**src/rtl/fetch_pkg.sv**
```systemverilog
// Shared types and constants for the instruction fetch controller.
package fetch_pkg;

  typedef enum logic [1:0] {
    ST_IDLE = 2'd0,
    ST_REQ  = 2'd1,
    ST_HOLD = 2'd2
  } fetch_state_t;

  localparam logic [31:0] PC_STEP = 32'd4;

endpackage

```
**src/rtl/pc_next.sv**
```systemverilog
// Next-PC arithmetic: sequential step, or redirect by a signed instruction offset.
module pc_next
  import fetch_pkg::*;
(
  input  logic [31:0] i_pc,
  input  logic [31:0] i_delta,
  input  logic        i_redirect,
  output logic [31:0] o_next_pc
);

  // Offset is in instructions, so scale to bytes; wrap-around is intended
  always_comb begin
    o_next_pc = i_pc;
    if (i_redirect) begin
      o_next_pc = i_pc + (i_delta << 2);
    end else begin
      o_next_pc = i_pc + PC_STEP;
    end
  end

endmodule

```
**src/rtl/fetch_controller.sv**
```systemverilog
// Instruction fetch FSM: issues memory reads, buffers one instruction for
// decode, and applies branch redirects from Execute.
module fetch_controller
  import fetch_pkg::*;
#(
  parameter logic [31:0] RESET_PC = 32'h0000_0000,
  parameter int          STALL_W  = 16
) (
  input  logic               clk,
  input  logic               rst_n,
  input  logic               run,
  output logic               imem_req,
  output logic [31:0]        imem_addr,
  input  logic               imem_ack,
  input  logic [31:0]        imem_data,
  output logic               instr_valid,
  output logic [31:0]        instr,
  input  logic               instr_ready,
  input  logic               global_disable,
  input  logic [31:0]        delta_instruction,
  output logic [31:0]        pc,
  output logic               halted,
  output logic [STALL_W-1:0] stall_count
);

  fetch_state_t       r_state;
  logic [31:0]        r_pc;
  logic               r_imem_req;
  logic [31:0]        r_imem_addr;
  logic               r_instr_valid;
  logic [31:0]        r_instr;
  logic               r_halted;
  logic [STALL_W-1:0] r_stall_count;
  logic               r_pend_valid;
  logic [31:0]        r_pend_target;

  logic [31:0]        w_base_pc;
  logic [31:0]        w_next_pc;
  logic [31:0]        w_fetch_pc;
  logic               w_stall_sat;

  // A pending redirect becomes the base so a second redirect chains from it
  assign w_base_pc   = r_pend_valid ? r_pend_target : r_pc;
  assign w_fetch_pc  = global_disable ? w_next_pc : r_pc;
  assign w_stall_sat = (r_stall_count == {STALL_W{1'b1}});

  pc_next u_pc_next (
    .i_pc       (w_base_pc),
    .i_delta    (delta_instruction),
    .i_redirect (global_disable),
    .o_next_pc  (w_next_pc)
  );

  // Fetch state machine with all outputs registered
  always_ff @(posedge clk) begin
    if (!rst_n) begin
      r_state       <= ST_IDLE;
      r_pc          <= RESET_PC;
      r_imem_req    <= 1'b0;
      r_imem_addr   <= RESET_PC;
      r_instr_valid <= 1'b0;
      r_instr       <= 32'h0000_0000;
      r_halted      <= 1'b1;
      r_stall_count <= {STALL_W{1'b0}};
      r_pend_valid  <= 1'b0;
      r_pend_target <= 32'h0000_0000;
    end else begin
      case (r_state)
        ST_IDLE: begin
          r_pc <= w_fetch_pc;
          if (run) begin
            r_state     <= ST_REQ;
            r_imem_req  <= 1'b1;
            r_imem_addr <= w_fetch_pc;
            r_halted    <= 1'b0;
          end else begin
            r_state <= ST_IDLE;
          end
        end
        ST_REQ: begin
          if (imem_ack) begin
            r_pend_valid <= 1'b0;
            if (global_disable) begin
              // Fetched word is on the wrong path; refetch from the target
              r_pc        <= w_next_pc;
              r_imem_addr <= w_next_pc;
            end else if (r_pend_valid) begin
              r_pc        <= r_pend_target;
              r_imem_addr <= r_pend_target;
            end else begin
              r_instr       <= imem_data;
              r_pc          <= w_next_pc;
              r_instr_valid <= 1'b1;
              r_imem_req    <= 1'b0;
              r_state       <= ST_HOLD;
            end
          end else begin
            if (!w_stall_sat) begin
              r_stall_count <= r_stall_count + {{(STALL_W-1){1'b0}}, 1'b1};
            end else begin
              r_stall_count <= r_stall_count;
            end
            if (global_disable) begin
              r_pend_valid  <= 1'b1;
              r_pend_target <= w_next_pc;
            end else begin
              r_pend_valid <= r_pend_valid;
            end
          end
        end
        ST_HOLD: begin
          if (global_disable || instr_ready) begin
            r_pc          <= w_fetch_pc;
            r_instr_valid <= 1'b0;
            if (run) begin
              r_state     <= ST_REQ;
              r_imem_req  <= 1'b1;
              r_imem_addr <= w_fetch_pc;
            end else begin
              r_state  <= ST_IDLE;
              r_halted <= 1'b1;
            end
          end else begin
            r_state <= ST_HOLD;
          end
        end
        default: begin
          r_state       <= ST_IDLE;
          r_imem_req    <= 1'b0;
          r_instr_valid <= 1'b0;
          r_halted      <= 1'b1;
          r_pend_valid  <= 1'b0;
        end
      endcase
    end
  end

  assign imem_req    = r_imem_req;
  assign imem_addr   = r_imem_addr;
  assign instr_valid = r_instr_valid;
  assign instr       = r_instr;
  assign pc          = r_pc;
  assign halted      = r_halted;
  assign stall_count = r_stall_count;

endmodule

```
**config.mk**
```make
export PLATFORM = sky130hd
export DESIGN_NAME = fetch_controller
export DESIGN_NICKNAME = d
export VERILOG_FILES = /design/src/rtl/fetch_pkg.sv /design/src/rtl/pc_next.sv /design/src/rtl/fetch_controller.sv
export SDC_FILE = /design/constraint.sdc
export NUM_CORES = 1
export LEC_CHECK = 0
export CAP_MARGIN = 20
export CORE_ASPECT_RATIO = 1.2
export CORE_MARGIN = 10
export CORE_UTILIZATION = 52
export DETAILED_ROUTE_END_ITERATION = 16
export PLACE_DENSITY = 0.91
export RECOVER_POWER = 50
export SYNTH_ARGS = -nofsm -noshare
export SYNTH_HDL_FRONTEND = slang
export SYNTH_SLANG_ARGS = --single-unit
export TNS_END_PERCENT = 30
```
**constraint.sdc**
```tcl
create_clock -name clk -period 5.4 [get_ports clk]
set_input_delay 1.08 -clock clk [delete_from_list [all_inputs] [get_ports clk]]
set_output_delay 1.08 -clock clk [all_outputs]
set_load 0.01 [all_outputs]
```
Word level (Yosys, flattened, before mapping):

Index checks and enable logic that the tools add are counted.

* input port bits: 70
* word-level logic and storage cells: 83
* output and inout bits: 115
* bits in registers: 150

* bitwise gates (word level): 7
* reductions and logical operators: 14
* eq/ne operators: 11
* add/sub/neg operators: 3
* muxes and demuxes: 38

Operator list (count)
* 32-bit 2-to-1 mux: 12
* 32-bit one-hot mux with 3 select lines: 2
* 32-bit by 3-bit adder with 32-bit output, second input constant: 1
* 32-bit adder: 1
* 16-bit by 1-bit adder with 16-bit output, second input constant: 1
* 16-bit == test, second input constant: 1
* 4-bit AND reduction: 4
* 1-bit 2-to-1 mux: 15
* 2-bit inequality test, second input constant: 6
* 3-bit AND reduction: 4
* 1-bit one-hot mux with 3 select lines: 3
* 2-bit 2-to-1 mux: 4
* 1-bit NOT: 7
* 3-bit inequality test, second input constant: 2
* 2-bit one-hot mux with 3 select lines: 1
* 5-bit AND reduction: 1
* 3-bit nonzero test: 1
* 2-bit by 1-bit == test with 1-bit output, second input constant: 1
* 2-bit == test, second input constant: 1
* 2-bit logical NOT: 1
* 1-bit one-hot mux with 2 select lines: 1
* 2-bit AND reduction: 1
* 2-bit OR reduction: 1
* 1-bit logical OR: 1

Logic depth before layout (Yosys ltp):

Gate-level depths: netlist of the first run.

* word-level depth: 7
* mapped depth: 16
* depth with buffers taken out: 13

By module:

From an unflattened synthesis of the first run, not the netlist that was laid out.

* cells, all modules: 1118
* area total of the unflattened synthesis: 9197.6 µm²

By module, submodules not included
* fetch_controller: sequential area each 3002.9 µm², instances 1, cells each 872, area each 7433.4 µm²
* pc_next: sequential area each 0.0 µm², instances 1, cells each 246, area each 1764.2 µm²

Worst setup path before layout of the first run:

Ideal clock, no wire load.

* path type: input port to flip-flop
* start point: in global_disable
* end point: reg r_pc[30] (netlist: pc[30])
* setup slack: 1.220 ns
* library setup time: 0.116 ns
* cell stages on the path: 16
* path buffers: 5
* required time: 5.284 ns
* arrival time: 4.065 ns
* cells stage by stage: buf_2 buf_1 clkbuf_1 clkbuf_1 and2_1 ha_1 buf_6 a21o_1 a21oi_1 o32ai_2 nor4b_2 nor2_1 o31ai_2 xor2_1 a221oi_1 a31o_1

* longest elaborated chain between the ends: 5
* elaborated cells on any way between the ends: 10
* classes of those cells: eq/ne: 1; mux: 7; reduce/logical: 2

Ends and longest elaborated chain
* from (decl): RTL line fetch_controller.sv:19 `input logic global_disable,`
* 32-bit 2-to-1 mux: RTL line pc_next.sv:14 `if (i_redirect) begin`
* 32-bit 2-to-1 mux: RTL line fetch_controller.sv:87 `end else if (r_pend_valid) begin`
* 32-bit 2-to-1 mux: RTL line fetch_controller.sv:83 `if (global_disable) begin`
* 32-bit 2-to-1 mux: RTL line fetch_controller.sv:81 `if (imem_ack) begin`
* 32-bit one-hot mux with 3 select lines: RTL line fetch_controller.sv:68 `case (r_state)`
* to (signal assigned): RTL line fetch_controller.sv:70 `r_pc <= w_fetch_pc;`
* to (signal assigned): RTL line fetch_controller.sv:85 `r_pc <= w_next_pc;`
* to (signal assigned): RTL line fetch_controller.sv:88 `r_pc <= r_pend_target;`
* to (decl): RTL line fetch_controller.sv:27 `logic [31:0] r_pc;`

Parallel ways exist; a longest one is shown, timed or not. The select of a mux whose other input is x is not followed.
A chain may end at the register's enable or synchronous reset.

Worst setup path in the final report of the first run:

* start point: in global_disable
* end point: reg r_imem_addr[23] (netlist: imem_addr[23])

* longest elaborated chain between the ends: 5
* elaborated cells on any way between the ends: 11
* classes of those cells: eq/ne: 2; mux: 7; reduce/logical: 2

Ends and longest elaborated chain
* 32-bit 2-to-1 mux: RTL line pc_next.sv:14
* 32-bit 2-to-1 mux: RTL line fetch_controller.sv:44 `assign w_fetch_pc = global_disable ? w_next_pc : r_pc;`
* 32-bit 2-to-1 mux: RTL line fetch_controller.sv:71, fetch_controller.sv:115
* 32-bit 2-to-1 mux: RTL line fetch_controller.sv:112 `if (global_disable || instr_ready) begin`
* 32-bit one-hot mux with 3 select lines: RTL line fetch_controller.sv:68
* to (signal assigned): RTL line fetch_controller.sv:74 `r_imem_addr <= w_fetch_pc;`
* to (signal assigned): RTL line fetch_controller.sv:86 `r_imem_addr <= w_next_pc;`
* to (signal assigned): RTL line fetch_controller.sv:118 `r_imem_addr <= w_fetch_pc;`
* to (decl): RTL line fetch_controller.sv:29 `logic [31:0] r_imem_addr;`

Parallel ways exist; a longest one is shown, timed or not. The select of a mux whose other input is x is not followed.

==> results_dict.tcl, run 1 <==
set metrics [dict create \
    status "complete, no violations" \
    cp.arrival_ps 4930 \
    r2r_start "r_pend_valid" \
    num_vias 9242 \
    num_rows 52 \
    crit_required_ps 5770 \
    slew_headroom_pct 2.50 \
    min_period_over_period_pct 84.3 \
    dieArea_sq_um 23200 \
    ys_types 68 \
    critical_path.startpoint_type "input pin" \
    multi_input_area_sq_um 5710 \
    avgViaCountPerCell 6.09 \
    cpMostUsedCell "buf_4" \
    dr.pass1.iters 8 \
    setup_viol 0 \
    critPathMaxFanout 55 \
    power_frac_clock_pct 35.6 \
    synth-edff-count 0 \
    nFillCells 1363 \
    power.leakage_nw 4.86 \
    instances_no_fill 1518 \
    ys_seq_area_share_pct 33.1 \
    ys_ff_latch 150 \
    grt_max_degree 93 \
    synthCells 1148 \
    cts_tree "done" \
    hold_violations 0 \
    tightest_slew_ps 1460 \
    final_nets 1389 \
    clock_latency_ps 430 \
    power.switching_mw 1.15 \
    combPwrFrac_pct 27.6 \
    peakVddDrop_v 0.000242 \
    cts_resized 0 \
    drive_above_1_share_pct 8.30 \
    async_flop_share_pct 0 \
    drc_errors 0 \
    tns_ps 0 \
    seqPwrFrac_pct 36.8 \
    cts_max_level 4 \
    cts_hold_buf 0 \
    switching_share_pct 33.6 \
    rsz0062_at_grt "false" \
    place_inst 1485 \
    slowest_delay_ps 710 \
    cap_viol_max_count 0 \
    synth_nets 1249 \
    fmax_mhz 220 \
    hp-class "register to register" \
    drv_slew 0 \
    clockBufferDepth 2 \
    cts_sinks 150 \
    hp-start "instr[6]" \
    die_x_um 141 \
    first_global_vias 8877 \
    p_int_mw 2.27 \
    crit_start "global_disable" \
    synth.avg_cell_area_sq_um 7.91 \
    drt_iter0_markers 825 \
    portBuffers 182 \
    routed_wl_um 29700 \
    dpl.hpwl_um 21000 \
    core_sq_um 17000 \
    clockRootBuffer "clkbuf_16" \
    yosysWarnings 0 \
    cts.clk_slew.worst_paths_ps 70 \
    grt_pass1_wl_um 46500 \
    layout_min_cycle_time_ps 4550 \
    register_area_sq_um 3000 \
    postRouteAntennaNets 0 \
    area_delta_synth_final_pct 27.7 \
    grt_antenna_before_repair 1 \
    overflow 0 \
    ios 185 \
    cellPowerDensity_nw_per_um2 295 \
    post_cts_buffers 0 \
    finalPower_mw 3.42 \
    skew_ps 10.9 \
    crit_slowest_cell "buf_2" \
    crit_path_cell_trace "buf_2 -> clkbuf_1 -> nor2_1 -> and2_0 -> o21ai_2 -> buf_4 -> nand2_1 -> buf_4 -> nor3_1 -> a21oi_1 -> o21ai_0 -> and2_1" \
    fp.dieH_um 165 \
    grt_usage_pct 24.4 \
    yosys_most_used_dff "dfxtp_1" \
    syn_area_sq_um 9080 \
    cp-end-kind "register" \
    wl_per_cell_um 19.5 \
    cts_buffers 17 \
    path_class "input pin to register" \
    place_congestion 0.975 \
    initial_utilization_pct 53.5 \
]
-- power by group through the flow --
stage               logic [mW]  clock network, mW  registers (mW)
floorplan                0.576                  0            1.29
global placement         0.937                  0            1.28
detailed placement       0.954                  0            1.28
CTS                      0.962               1.23            1.26
global route              1.02               1.27            1.27
finish                   0.944               1.22            1.26
-- stage by stage --
step / instance area, sq um / util (%) / setup slack, ps / hold WS, ps
4_1_cts: 11600 / 68.3 / 1300 / 468
5_1_grt: 11600 / 68.3 / 579 / 481
2_1_floorplan: 9080 / - / 1220 / 445
3_3_place_gp: 11000 / 64.8 / 913 / 445
3_5_place_dp: 11000 / 64.9 / 856 / 458
6_report: 11600 / 68.3 / 847 / 461
-- critical path, delay by kind of cell --
family / cells / cell delay (ps)
AOI/OAI and AO/OA: 3 / 300
and+or+nand+nor: 5 / 1320
buffers and inverters: 4 / 2160
-- state kept, by name, summed over array words and instances, names as in the netlist --
| register | count |
|---|---|
| imem_addr | 32 |
| r_pend_valid | 1 |
| r_state | 2 |
| stall_count | 16 |
| halted | 1 |
| instr | 32 |
| instr_valid | 1 |
| pc | 32 |
| r_pend_target | 32 |
| imem_req | 1 |
-- cells in the mapped netlist, types with 14 or more instances --
master	count	area, sq um
a211oi_1	22	165
a21boi_0	56	420
a21o_1	17	128
a21oi_1	77	385
and2_1	70	438
clkbuf_1	63	236
dfxtp_1	150	3000
ha_1	30	375
inv_1	16	60.1
mux2_2	27	304
mux2i_1	17	170
nand2_1	201	754
nand3_1	34	170
nor2_1	34	128
nor2b_1	14	87.6
nor3_1	23	115
o211a_1	16	160
o21ai_0	80	400
xnor2_1	29	254
-- placed cells by master (no fill, tap or decap), drive strengths merged, types with 5 or more instances in the layout --
| cell | n |
|---|---|
| a211oi | 22 |
| a21boi | 58 |
| a21o | 18 |
| a21oi | 79 |
| a22oi | 6 |
| a31oi | 12 |
| and2 | 70 |
| and3 | 11 |
| buf | 19 |
| clkbuf | 21 |
| clkdlybuf4s50 | 65 |
| dfxtp | 150 |
| dlygate4sd3 | 115 |
| ha | 30 |
| inv | 25 |
| mux2 | 27 |
| mux2i | 17 |
| nand2 | 201 |
| nand2b | 9 |
| nand3 | 34 |
| nand4 | 12 |
| nor2 | 34 |
| nor2b | 15 |
| nor3 | 23 |
| o211a | 16 |
| o21a | 5 |
| o21ai | 84 |
| o221a | 8 |
| o221ai | 12 |
| o22ai | 6 |
| or3 | 6 |
| xnor2 | 29 |
| xor2 | 9 |
-- per-layer routing --
metal | track usage (%) | share of wire, % | vias up
met3 | 7.93 | 9.3 | 85
met4 | 10.6 | 3.7 | 0
met2 | 41.6 | 49 | 454
li1 | - | - | 4402
met5 | 0 | 0 | -
met1 | 27.5 | 38 | 4301
-- kinds of logic (layout without fill, tap and decap cells) --
| logic type | Yosys count | after routing | share of synthesized area [%] |
|---|---|---|---|
| fa+ha+maj | 31 | 31 | 4.36 |
| compound gates | 363 | 363 | 27.1 |
| buf+inv | 97 | 250 | 4.24 |
| xor+xnor | 38 | 38 | 3.67 |
| simple gates | 425 | 425 | 22.3 |
| other cells | 0 | 1 | 0 |
| flops | 150 | 150 | 33.1 |
| mux | 44 | 44 | 5.22 |
-- final timing paths --
kind | slack, ps | cells past startpoint | end
min reg2reg | 460 | 2 | instr[6]
max reg2reg | 1570 | 11 | imem_addr[27]
min | 460 | 2 | instr[6]
max | 850 | 12 | imem_addr[23]
-- cell type report --
class                   count  area share (%)
clock inverters            14            1.33
repair buffers            202            16.9
diodes                      1          0.0216
well taps                 216            2.33
multi-input cells         901            49.2
inverters                  16           0.518
clock buffers              18            3.79
flip-flops and latches    150            25.9
(Power assumes the default switching activity.)
==> run 2: changes to the inputs <==
--- a/config.mk
+++ b/config.mk
@@ -8,9 +8,9 @@
 export CAP_MARGIN = 20
 export CORE_ASPECT_RATIO = 1.2
 export CORE_MARGIN = 10
-export CORE_UTILIZATION = 52
+export CORE_UTILIZATION = 47
 export DETAILED_ROUTE_END_ITERATION = 16
-export PLACE_DENSITY = 0.91
+export PLACE_DENSITY = 0.87
 export RECOVER_POWER = 50
 export SYNTH_ARGS = -nofsm -noshare
 export SYNTH_HDL_FRONTEND = slang
==> constraint.sdc (replaced) <==
create_clock -name clk -period 3.8 [get_ports clk]
set_input_delay 0.76 -clock clk [delete_from_list [all_inputs] [get_ports clk]]
set_output_delay 0.76 -clock clk [all_outputs]
set_load 0.01 [all_outputs]
==> run 2 against run 1 <==
Non-clock buffer count grew 37; global-route usage shrank 1.1 points; the run now ends with max-capacitance violations, max-slew violations left; critical path type is now register to register; total power up 40%; largest power group unchanged; highest routed layer is now met5; largest cell class unchanged.
==> results_dict.tcl, run 2 (synthesis gave the netlist of run 1 again) <==
set metrics [dict create \
    drv_slew 95 \
    hp-class "register to register" \
    overflow 0 \
    final_common_cell "nand2_1" \
    grt_usage_pct 23.3 \
    slew_headroom_pct -4.99 \
    path_class "register to register" \
    layout_min_cycle_time_ps 3540 \
    slowest_delay_ps 500 \
    wl_per_cell_um 18.7 \
    critical_path.startpoint_type "register" \
    clockBufferDepth 2 \
    num_antenna_cells 0 \
    place_congestion 0.967 \
    cellPowerDensity_nw_per_um2 403 \
    instances_no_fill 1594 \
    place_ws_ps 4.97 \
    tns_ps 0 \
    status "finished with violations" \
    cts_max_level 4 \
    die_x_um 147 \
    cts.clk_slew.worst_paths_ps 60 \
    postRouteAntennaNets 0 \
    cpMostUsedCell "o21ai_0" \
    crit_required_ps 4090 \
    num_rows 55 \
    skew_ps 10.4 \
    drc_errors 0 \
    crit_slowest_cell "dfxtp_2" \
    grt_max_degree 95 \
    dieArea_sq_um 25300 \
    grt_antenna_before_repair 1 \
    crit_path_cell_trace "buf_12 -> mux2_2 -> ha_1 -> and3_1 -> o21ai_0 -> o21ai_0 -> a21oi_1 -> nor3_1 -> nor2_1 -> a311oi_1 -> o21ai_0" \
    cts_resized 0 \
    cts_tree "done" \
    initial_utilization_pct 48.0 \
    nFillCells 1620 \
    hold_slack_ps 452 \
    cts_hold_buf 0 \
    dr.pass1.iters 7 \
    tightest_slew_ps 1570 \
    cts_sinks 150 \
    first_global_vias 9084 \
    cp.arrival_ps 3830 \
    avgViaCountPerCell 5.78 \
    clockRootBuffer "clkbuf_16" \
    portBuffers 182 \
    finalPower_mw 4.79 \
    min_period_over_period_pct 93.1 \
    drive_above_1_share_pct 10.8 \
    worst_slack_ps 261 \
    cts_buffers 17 \
    routed_wl_um 29900 \
    post_cts_buffers 0 \
    num_vias 9218 \
    critPathMaxFanout 19 \
    dpl.hpwl_um 21600 \
    grt_pass1_wl_um 48300 \
    hold_violations 0 \
    final_cell_mix "nand2_1, dfxtp_1, dlygate4sd3_1" \
    setup_viol 0 \
    place_inst 1562 \
    final_util_pct 62.8 \
    cp-end-kind "register" \
    violations "max-capacitance violations, max-slew violations" \
    power.leakage_nw 5.00 \
    cap_viol_max_count 1 \
    area_delta_synth_final_pct 30.9 \
    peakVddDrop_v 0.000343 \
    ios 185 \
    rsz0062_at_grt "false" \
    core_sq_um 18900 \
    clock_latency_ps 430 \
    fmax_mhz 283 \
    fp.dieH_um 172 \
    final_nets 1426 \
    place_area_sq_um 11300 \
    drt_iter0_markers 791 \
    fin_area_sq_um 11900 \
]
[run 2: cell types whose count changed in the layout (fill, tap and decap cells not counted), moves of 4 or more]
cell and change:
buf_4 +38, clkdlybuf4s50_1 +8, dlygate4sd3_1 -8, inv_8 -4
[run 2: power breakdown]
part	internal, mW	switching (mW)
registers	1.68	0.0974
logic	0.643	0.771
clock network	0.853	0.737
total	3.18	1.61
[run 2: cell type report]
cell class                      instances  area (sq um)  share of cell area, %
Sequential cell                       150          3000                   25.3
Clock buffer                           18           429                   3.61
Timing Repair Buffer                  239          2250                   18.9
Tap cell                              256           320                   2.70
Inverter                               16          60.1                  0.505
Clock inverter                         14           115                  0.969
Multi-Input combinational cell        901          5700                   48.0
[run 2: per-layer routing]
| metal | global-route usage, % | vias to the layer above | share of wire [%] | routed length, um |
|---|---|---|---|---|
| met1 | 26.2 | 4290 | 39 | 11600 |
| met4 | 8.85 | 2 | 2.9 | 853 |
| met5 | 0 | - | 0.037 | 11 |
| li1 | - | 4471 | - | - |
| met2 | 39.5 | 385 | 48 | 14400 |
| met3 | 8.71 | 70 | 9.9 | 2940 |
[run 2: final timing paths]
path | start | to | slack, ps | depth (start not counted)
worst min-delay path | imem_addr[17] | imem_addr[17] | 450 | 2
worst max-delay path | r_pend_valid | pc[31] | 260 | 11
worst min register to register | imem_addr[17] | imem_addr[17] | 450 | 2
worst max register to register | r_pend_valid | pc[31] | 260 | 11
[run 2: worst max-delay path: cells and delay by family (launching register included)]
kind                     cells  cell delay [ps]
AO/OA/AOI/OAI                5             1150
AND/OR/NAND/NOR              3              760
flip-flops                   1              500
adder cells (fa/ha/maj)      1              410
multiplexers                 1              350
buffers and inverters        1              220
==> run 3: changes to the inputs <==
--- a/config.mk
+++ b/config.mk
@@ -10,9 +10,9 @@
 export CORE_MARGIN = 10
 export CORE_UTILIZATION = 47
 export DETAILED_ROUTE_END_ITERATION = 16
+export GPL_TIMING_DRIVEN = 0
 export PLACE_DENSITY = 0.87
 export RECOVER_POWER = 50
 export SYNTH_ARGS = -nofsm -noshare
 export SYNTH_HDL_FRONTEND = slang
 export SYNTH_SLANG_ARGS = --single-unit
-export TNS_END_PERCENT = 30
==> run 3 against run 2 <==
The run now ends clean; die area did not move; register-to-register slack got worse by 40 ps; sequential power barely moved; core utilization rose by 0.93 points; critical endpoint is now pc[25]; clock power rose by 3%; worst hold slack improved by 9.1 ps; design area rose by 1.5%; maximum frequency fell by 3.5%; critical path depth rose by 6; flip-flop and latch count did not move; combinational power rose by 6%; via count rose by 7.6%; largest cell class unchanged.
==> results_dict.tcl, run 3 (synthesis gave the netlist of run 1 again) <==
set metrics [dict create \
    critical_path.startpoint_type "input pin" \
    min_period_over_period_pct 96.5 \
    num_rows 55 \
    multi_input_area_sq_um 5870 \
    first_global_vias 9620 \
    seqPwrFrac_pct 36.3 \
    wl_met1_um 12700 \
    cp-end-kind "register" \
    power.leakage_nw 5.01 \
    die_x_um 147 \
    fp.dieH_um 172 \
    hold_slack_ps 461 \
    grt_pass1_wl_um 53900 \
    dieArea_sq_um 25300 \
    tightest_slew_ps 1230 \
    clockRootBuffer "clkbuf_16" \
    layout_min_cycle_time_ps 3670 \
    setup_viol 0 \
    routed-wl-met2_um 16100 \
    top_layer_used "met5" \
    fmax_mhz 273 \
    drv_slew 0 \
    critPathTopFamily "compound AO/OA/AOI/OAI gates" \
    worst_slack_ps 134 \
    place_inst 1586 \
    num_antenna_cells 0 \
    clock_latency_ps 440 \
    postRouteAntennaNets 0 \
    drive_above_1_share_pct 9.53 \
    wl_per_cell_um 21.8 \
    cts_max_level 4 \
    worst-path-buf-inv 6 \
    hold_violations 0 \
    avgViaCountPerCell 6.12 \
    cts.clk_slew.worst_paths_ps 60 \
    dr.pass1.iters 6 \
    register_area_sq_um 3010 \
    path_class "input pin to register" \
    peakVddDrop_v 0.000347 \
    cap_viol_max_count 0 \
    grt_max_degree 17 \
    dpl.hpwl_um 25700 \
    initial_utilization_pct 48.0 \
    switching_share_pct 34.1 \
    slowest_delay_ps 330 \
    p_int_mw 3.25 \
    num_vias 9919 \
    final_common_cell "nand2_1" \
    drt_iter0_markers 1126 \
    power_frac_clock_pct 33.3 \
    cts_tree "done" \
    clockBufferDepth 2 \
    crit_path_cell_trace "clkbuf_2 -> buf_6 -> buf_6 -> clkbuf_8 -> clkbuf_8 -> and2_1 -> ha_2 -> a211oi_4 -> nor2_1 -> o311a_1 -> a21o_1 -> a21oi_4 -> o21ai_0 -> xor2_1 -> buf_4 -> o32ai_1 -> a21oi_1" \
    core_sq_um 18900 \
    ios 185 \
    grt_antenna_before_repair 1 \
    area_delta_synth_final_pct 32.8 \
    portBuffers 181 \
    rsz0062_at_grt "false" \
    drc_errors 0 \
    cts_sinks 150 \
    power.switching_mw 1.69 \
    cts_buffers 17 \
    nFillCells 1605 \
    critPathMaxFanout 10 \
    hp-class "register to register" \
    wl_met3_um 4500 \
    final_cell_mix "nand2_1, dfxtp_1, dlygate4sd3_1" \
    overflow 0 \
    grt_usage_pct 26.9 \
    place_ws_ps -1810 \
    cellPowerDensity_nw_per_um2 410 \
    crit_slowest_cell "ha_2" \
    combPwrFrac_pct 30.4 \
    status "complete, no violations" \
    skew_ps 10.4 \
    final_nets 1452 \
    place_congestion 0.987 \
    crit_required_ps 4090 \
    finalPower_mw 4.94 \
    slew_headroom_pct 18.0 \
    cp.arrival_ps 3950 \
    instances_no_fill 1620 \
    routed_wl_um 35300 \
]
[run 3: power groups by stage]
stage                     Sequential [mW]  Clock (mW)  Combinational, mW
after floorplan                      1.84           0              0.818
after global placement               1.82           0               1.41
after detailed placement             1.82           0               1.43
after CTS                            1.79        1.63               1.48
after global routing                 1.81        1.70               1.61
final                                1.80        1.64               1.50
[run 3: per-stage QoR]
step	util (%)	setup TNS, ps	cell area [sq um]
2_1_floorplan	-	0	9080
3_3_place_gp	59.2	-101380	11200
3_5_place_dp	59.3	-107110	11200
4_1_cts	63.3	0	12000
5_1_grt	63.7	0	12100
6_report	63.7	0	12100
[run 3: final cells by class]
class                           count  share of cell area, %
Clock inverter                     12                  0.861
Sequential cell                   150                   24.9
Buffer                             77                   3.18
Tap cell                          256                   2.66
Inverter                           16                  0.498
Clock buffer                       20                   3.79
Multi-Input combinational cell    901                   48.7
Timing Repair Buffer              188                   15.4
[run 3: layer usage]
layer / GRT usage, % / vias to the layer above
met4: 14.9 / 2
met3: 9.86 / 163
li1: - / 4520
met1: 30.7 / 4545
met2: 43.2 / 689
met5: 0 / -
[run 3: path summary, 6_finish.rpt]
kind             startpoint         to  slack, ps  cells past startpoint
max          global_disable     pc[25]        130                     17
min               instr[23]  instr[23]        460                      2
max reg2reg    r_pend_valid     pc[30]        220                     12
min reg2reg       instr[23]  instr[23]        460                      2
[run 3: tightest hold or removal path, delay by kind of cell, from the launching register on]
| family | cells | cell delay, ps |
|---|---|---|
| simple gates | 1 | 40 |
| compound gates | 1 | 60 |
| flops | 1 | 300 |
[run 3: repair_timing]
action | 4_1_cts | 5_1_grt
setup endpoints to repair | 78 | 43
hold buffers | 0 | 0
pin swaps | 8 | 6
resized for setup | 47 | 19
buffers inserted | 4 | 2
endpoints found under the hold margin | 0 | 0
